`config.mk`:
```
export PLATFORM = sky130hd
export DESIGN_NAME = xcvr_rx_fifo_drain_ctrl
export DESIGN_NICKNAME = d
export VERILOG_FILES = /design/src/rtl/xcvr_rx_fifo_drain_ctrl.sv
export SDC_FILE = /design/constraint.sdc
export NUM_CORES = 1
export LEC_CHECK = 0
export ABC_CLOCK_PERIOD_IN_PS = 37500
export CAP_MARGIN = 25
export CORE_MARGIN = 10
export CORE_UTILIZATION = 45
export DETAILED_ROUTE_END_ITERATION = 8
export GPL_TIMING_DRIVEN = 0
export PLACE_DENSITY = 0.72
export SETUP_SLACK_MARGIN = 0.3
export SKIP_LAST_GASP = 1
export SLEW_MARGIN = 10
export SYNTH_ARGS = -nofsm -noshare
export SYNTH_HDL_FRONTEND = slang
export SYNTH_SLANG_ARGS = --single-unit
```
`constraint.sdc`:
```
create_clock -name clk -period 37.5 [get_ports clk]
set_clock_uncertainty 0.1 [all_clocks]
set_input_delay 11.25 -clock clk [delete_from_list [all_inputs] [get_ports clk]]
set_output_delay 11.25 -clock clk [all_outputs]
set_load 0.05 [all_outputs]
```
`src/rtl/xcvr_rx_fifo_drain_ctrl.sv`:
```
// Read-side drain controller for the transceiver RX FIFO: gated read requests,
// 2-entry skid buffer toward a valid/ready consumer, capture window FSM and status counters.
module xcvr_rx_fifo_drain_ctrl #(
  parameter int DATA_W = 128,
  parameter int CNT_W  = 16
) (
  input  logic              clk,
  input  logic              reset,
  input  logic              cfg_start,
  input  logic              cfg_stop,
  input  logic              cfg_flush,
  input  logic [CNT_W-1:0]  cfg_word_count,
  output logic              fifo_rdreq,
  input  logic [DATA_W-1:0] fifo_q,
  input  logic              fifo_rdempty,
  output logic [DATA_W-1:0] out_data,
  output logic              out_valid,
  input  logic              out_ready,
  output logic              status_busy,
  output logic              status_done,
  output logic [CNT_W-1:0]  status_words,
  output logic [CNT_W-1:0]  status_stall
);

  typedef enum logic [2:0] {S_IDLE, S_RUN, S_DRAIN, S_FLUSH, S_DONE} state_t;

  state_t             state, state_nxt;
  logic [1:0]         occ, occ_nxt;
  logic               inflight;
  logic [DATA_W-1:0]  skid1;
  logic [CNT_W-1:0]   cnt, issued;
  logic               pop, capture, start_acc, cnt_hit;
  logic [2:0]         load;

  assign pop       = out_valid && out_ready;
  // Data requested last cycle lands now; in FLUSH it is simply not captured.
  assign capture   = inflight && (state == S_RUN || state == S_DRAIN);
  assign load      = {1'b0, occ} + {2'b00, inflight} - {2'b00, pop};
  assign start_acc = cfg_start && !cfg_flush && (state == S_IDLE || state == S_DONE);
  assign occ_nxt   = cfg_flush ? 2'd0 : occ + {1'b0, capture} - {1'b0, pop};

  always_comb begin
    fifo_rdreq = 1'b0;
    case (state)
      S_RUN:   fifo_rdreq = !fifo_rdempty && (load < 3'd2) && (cnt == '0 || issued < cnt);
      S_FLUSH: fifo_rdreq = !fifo_rdempty;
      default: fifo_rdreq = 1'b0;
    endcase
    cnt_hit = (cnt != '0) && ((issued + {{(CNT_W-1){1'b0}}, fifo_rdreq}) == cnt);

    state_nxt = state;
    if (cfg_flush) state_nxt = S_FLUSH;
    else begin
      case (state)
        S_IDLE, S_DONE: if (cfg_start) state_nxt = S_RUN;
        S_RUN:          if (cfg_stop || cnt_hit) state_nxt = S_DRAIN;
        S_DRAIN:        if (!inflight && occ == 2'd0) state_nxt = S_DONE;
        S_FLUSH:        if (fifo_rdempty && !inflight) state_nxt = S_IDLE;
        default:        state_nxt = S_IDLE;
      endcase
    end
  end

  always_ff @(posedge clk or posedge reset) begin
    if (reset) begin
      state        <= S_IDLE;
      occ          <= 2'd0;
      inflight     <= 1'b0;
      out_valid    <= 1'b0;
      out_data     <= '0;
      skid1        <= '0;
      cnt          <= '0;
      issued       <= '0;
      status_busy  <= 1'b0;
      status_done  <= 1'b0;
      status_words <= '0;
      status_stall <= '0;
    end else begin
      state       <= state_nxt;
      inflight    <= fifo_rdreq;
      occ         <= occ_nxt;
      out_valid   <= (occ_nxt != 2'd0);
      status_busy <= (state_nxt == S_RUN || state_nxt == S_DRAIN || state_nxt == S_FLUSH);
      status_done <= (state_nxt == S_DONE);

      if (start_acc) begin
        cnt    <= cfg_word_count;
        issued <= '0;
      end else if (fifo_rdreq && state == S_RUN) begin
        issued <= issued + CNT_W'(1);
      end

      // out_data is the skid head; skid1 holds the second entry when occ==2.
      if (!cfg_flush) begin
        case ({capture, pop})
          2'b11: if (occ == 2'd2) begin
                   out_data <= skid1;
                   skid1    <= fifo_q;
                 end else begin
                   out_data <= fifo_q;
                 end
          2'b10: if (occ == 2'd0) out_data <= fifo_q;
                 else             skid1    <= fifo_q;
          2'b01: if (occ == 2'd2) out_data <= skid1;
          default: ;
        endcase
      end

      if (start_acc)                       status_words <= '0;
      else if (pop && status_words != '1)  status_words <= status_words + CNT_W'(1);

      if (start_acc)                                               status_stall <= '0;
      else if (state == S_RUN && fifo_rdempty && status_stall != '1) status_stall <= status_stall + CNT_W'(1);
    end
  end

endmodule

```
* Yosys cells after proc, flatten, opt, wreduce, memory -nomap -nowiden
Index checks and enable logic that the tools add are counted.
** Word-level totals
- Word-level logic and storage cells :: 98
- Output and inout bits :: 164
- Bits of input ports :: 151
- Flip-flop bits (word level) :: 329
** Cells by class
- Magnitude comparators :: 2
- $add $sub $neg :: 8
- Bitwise logic cells :: 1
- Eq/ne operators :: 19
- Mux-type cells :: 21
- Reduce and logical (&&, ||, !) cells :: 35
** Operators by type and width (number)
- 2-to-1 mux 128 bit :: 5
- one-hot mux 128 bit (3 select lines) :: 1
- one-hot mux 128 bit (2 select lines) :: 1
- 2-to-1 mux 16 bit :: 6
- adder 16 x 1 -> 16 bit (second input constant) :: 3
- != test 16 bit (second input constant) :: 2
- adder 16 x 1 -> 16 bit :: 1
- == test 16 bit :: 1
- logical NOT 16 bit :: 1
- less-than comparator 16 bit :: 1
- nonzero test 16 bit :: 1
- 2-to-1 mux 3 bit :: 5
- logical AND 1 bit :: 13
- == test 3 x 2 -> 1 bit (second input constant) :: 4
- one-hot mux 3 bit (4 select lines) :: 1
- nonzero test 2 bit :: 5
- != test 2 bit (second input constant) :: 4
- AND reduction 4 bit :: 2
- == test 2 bit (second input constant) :: 3
- == test 3 x 1 -> 1 bit (second input constant) :: 2
- == test 3 bit (second input constant) :: 2
- logical OR 1 bit :: 6
- adder 2 x 1 -> 3 bit :: 1
- logical NOT 1 bit :: 3
- 12 further kinds :: 12

* Longest topological paths before layout
- Depth in word-level cells :: 16
- Depth in mapped cells :: 20
- Depth with buffers taken out :: 18

* Worst setup path before layout
No wires, ideal clock.
- Path type :: input -> output
- From :: input port out_ready
- To :: output port fifo_rdreq
- Arrival time :: 14.328 ns
- Required time :: 26.150 ns
- Path buffers :: 2
- Setup slack :: 11.822 ns
- Cell stages on the path :: 12
- Path through :: nand2_1 > inv_1 > ha_1 > nand2b_1 > fa_1 > xor2_1 > or4b_4 > a211oi_2 > a32oi_2 > buf_6 > clkbuf_1 > o21ai_0
** Between the ends
- Word-level cells in the longest chain between the ends :: 6
** Ends and longest elaborated chain
- from (decl) :: RTL line 18 : input logic out_ready,
- logical AND 1 bit :: RTL line 35 : assign pop = out_valid && out_ready;
- subtractor 3 x 1 -> 3 bit :: RTL line 38 : assign load = {1'b0, occ} + {2'b00, inflight} - {2'b00, pop};
- less-than comparator 3 x 2 -> 1 bit :: RTL line 45 : S_RUN: fifo_rdreq = !fifo_rdempty && (load < 3'd2) && (cnt == '0 || issued < cnt);
- logical AND 1 bit (2 in series) :: RTL line 45
- one-hot mux 1 bit (2 select lines) :: RTL line 44 : case (state)
- to (decl) :: RTL line 13 : output logic fifo_rdreq,
Every way passes these cells.

* Worst setup path in the final report
Ends and elaborated chain as after synthesis.

==> results.md <==
- Count of final setup violators: 0
- Cell area after synthesis: 14,700 µm²
- Number of CTS-inserted buffers: 37
- Detail Route Antenna Nets: 0
- Most prevalent standard cell on the critical path: sky130_fd_sc_hd__clkdlybuf4s50_1
- Non-Filler Instances: 2,167
- Fraction of final layout cells with drive strength greater than 1: 11.8%
- Iter 0 DRT Violations: 648
- Max-capacitance violation count: 0
- Number of remaining DRC errors: 0
- Clock latency on the worst-skew pair: 0.54 ns
- Cell Count Post-Placement: 2,098
- Resize count post-CTS: 0
- Global route total overflow: 0
- PD cells: 83.7 nW/µm²
- Total detailed-routing wirelength: 43,700 µm
- Data required time of the critical path: 26.15 ns
- Sinks on the clock net: 329
- Num rows: 66
- Kind of cell with the highest combined delay on the critical path: buffers and inverters
- Buffer depth of the longest clock path: 3
- Count of buffer and inverter cells on the critical path: 5
- Number of distinct library cells after synthesis: 55
- Number of filler instances in the final layout: 2,738
- Leading cell type in the layout, fill and taps excluded: sky130_fd_sc_hd__dfrtp_1
- Final Wtd Congestion: 0.882
- Antenna violations before repair: 8
- EDFF count, synth: 0
- Warning count from the yosys run: 0
- Flops & latches, synth: 329
- Critical-path maximum fanout: 10
- Wire length of the first global-routing pass: 69,700 µm
- Async set or reset register ratio after synthesis: 100%
- Drt pass-1 iters: 5
- Number of vias after detailed routing: 11,800
- Ratio of final minimum period to clock period: 72.5%
- Commonest cells after routing, fill and taps aside: 329 x sky130_fd_sc_hd__dfrtp_1, 313 x sky130_fd_sc_hd__clkdlybuf4s50_1, 186 x sky130_fd_sc_hd__nand2_1, 161 x sky130_fd_sc_hd__o21ai_0, 130 x sky130_fd_sc_hd__mux2_2
- Effective utilization at floorplan: 45.5%
- Register area share after synthesis: 56.0%
- Top post-synthesis cells by area: sky130_fd_sc_hd__dfrtp_1 56%, sky130_fd_sc_hd__mux2_2 9.9%, sky130_fd_sc_hd__a22oi_1 6.5%
- Largest stage delay on the critical path: 0.94 ns
- Worst Tran Pin Value: 0.884 ns
- Cell taking the most area after synthesis: sky130_fd_sc_hd__dfrtp_1
- Class of the most critical hold timing path: reg -> reg
- DR vias/cell: 5.44
- Setup Total Neg Slack: 0 ns
- Arrival time at the worst endpoint: 15.84 ns
- Outcome: completed
- Worst Setup End Kind: output port
- Number of buffers inserted by hold repair at cts: 0
- Net count after synthesis: 1,519
- Fraction of synthesized cell area taken by the top area cell type: 56.0%
- Fin. max-slew vios: 0
- Largest net degree at the start of global routing: 119
- Core Footprint: 32,400 µm²
- Setup repair after global routing missed its margin: false
- Leakage Power: 0.00847 µW
- Slowest cell on the critical path: sky130_fd_sc_hd__clkdlybuf4s50_1
- Buffers inserted by post-CTS timing repair: 0
- Startpoint class of the critical path: input pin
- Die Width: 201 µm
- CTS Root Buffer Type: sky130_fd_sc_hd__clkbuf_16
- Maximum clock rate: 36.8 MHz
- Detailed-route wire length per cell: 20.2 µm
- Synth-to-layout area growth: 33.7%
- CTS tree: yes
- Port bufs: 313
- Detailed-placement wirelength estimate: 32,000 µm
- Final net count: 1,873
- Kind of critical path: in -> out
- DIE AREA: 40,300 µm²
- Number of endpoints with negative hold slack in the final report: 0
- Avg Inst Size Synth: 11.0 µm²
- Synthesized instance count: 1,341
- Power Total: 1650 µW
- Normalized max-slew margin: 40.3%
- Register clock-pin slew on the reported worst setup and hold paths: 0.06 ns
- Overall die height: 201 µm
- H-tree level count: 2
- Most used DFF post-synth: sky130_fd_sc_hd__dfrtp_1
- Number of global-route vias before repair: 12,300
- Final critical delay including setup and external delays: 27.19 ns
- Series of cell instances along the critical path: clkdlybuf4s50_1, nand2_1, inv_1, ha_1, nand2b_1, fa_1, xor2_1, or4b_4, a211oi_2, a32oi_2, buf_6, clkbuf_1, o21ai_0, clkdlybuf4s50_1
- Largest vdd supply drop: 54.6 µV
- Number of ports placed on the die boundary: 315
- All-Layer GR Usage: 21.4%
metrics by stage:
| stage | cell area [µm²] | utilization (%) | setup WS, ns | hold WS [ns] |
|---|---|---|---|---|
| detailed placement | 18500 | 57.0 | 10.34 | 0.369 |
| global route | 19700 | 60.8 | 10.08 | 0.409 |
| finish | 19700 | 60.8 | 10.31 | 0.374 |
| global placement | 18400 | 56.8 | 10.34 | 0.360 |
| CTS | 19700 | 60.7 | 10.31 | 0.382 |
| floorplan | 14700 | - | 11.82 | 0.382 |
registers in the layout (all words and copies together) (netlist names):
signal        flops
status_done       1
state             3
skid1           128
issued           16
out_data        128
cnt              16
inflight          1
status_busy       1
out_valid         1
occ               2
status_words     16
status_stall     16
final cells by class:
type / instances / area (µm²) / area share [%]
flip-flops and latches: 329 / 8230 / 41.8
multi-input cells: 904 / 6060 / 30.8
repair buffers: 315 / 3190 / 16.2
clock buffers: 55 / 1070 / 5.46
well taps: 442 / 553 / 2.81
plain buffers: 87 / 348 / 1.77
clock inverters: 9 / 124 / 0.629
inverters: 21 / 86.3 / 0.439
diodes: 5 / 12.5 / 0.0636
report_power, final:
| group | internal (µW) | switching [µW] |
|---|---|---|
| Sequential | 478 | 79.7 |
| Combinational | 264 | 467 |
| Clock | 213 | 145 |
| Total | 954 | 692 |
cells in the mapped netlist (all sizes together) (3+ instances only):
master	n
mux2i	3
nand3	14
inv	21
nand3b	4
o21ai	162
or4	6
a21oi	23
nor4	9
or3	8
ha	26
dfrtp	329
or2	4
and2	4
nor2	51
xnor2	21
mux2	130
and3	6
nor3b	4
xor2	32
nor3	13
a22oi	128
buf	9
nand2	186
clkbuf	78
o31ai	8
nand4	19
a211oi	3
and4	9
path summary, 6_finish.rpt:
| kind | startpoint | endpoint | slack (ns) | cells after the start |
|---|---|---|---|---|
| worst max-delay path | out_ready | fifo_rdreq | 10.31 | 14 |
| worst min-delay path | out_data[50] | out_data[50] | 0.37 | 2 |
| worst max register to register | out_valid | state[1] | 31.44 | 19 |
| worst min register to register | out_data[50] | out_data[50] | 0.37 | 2 |
| max in group asynchronous | reset | skid1[60] | 25.12 | 3 |
| min in group asynchronous | reset | out_data[5] | 11.15 | 2 |
kinds of logic after synthesis:
family,count (synthesis),synth area share [%]
AO/OA/AOI/OAI,344,14.6
XOR/XNOR,53,3.15
adder cells (fa/ha/maj),27,2.35
buffers and inverters,108,2.90
flip-flops,329,56.0
multiplexers,133,10.2
AND/OR/NAND/NOR,347,10.9
per-layer routing:
metal  track usage (%)  share of wire (%)  up-vias
met4              7.79                2.7        2
met5                 0              0.016        -
li1                  -                  -     5537
met2              35.4                 49      327
met3              7.58                8.1       69
met1              25.1                 40     5844
tightest hold or removal path, stage by stage (launching register included):
cell	delay, ns
sky130_fd_sc_hd__dfrtp_1	0.34
sky130_fd_sc_hd__nand2_1	0.04
sky130_fd_sc_hd__o21ai_0	0.06
Power figures use the tool's default switching activity.
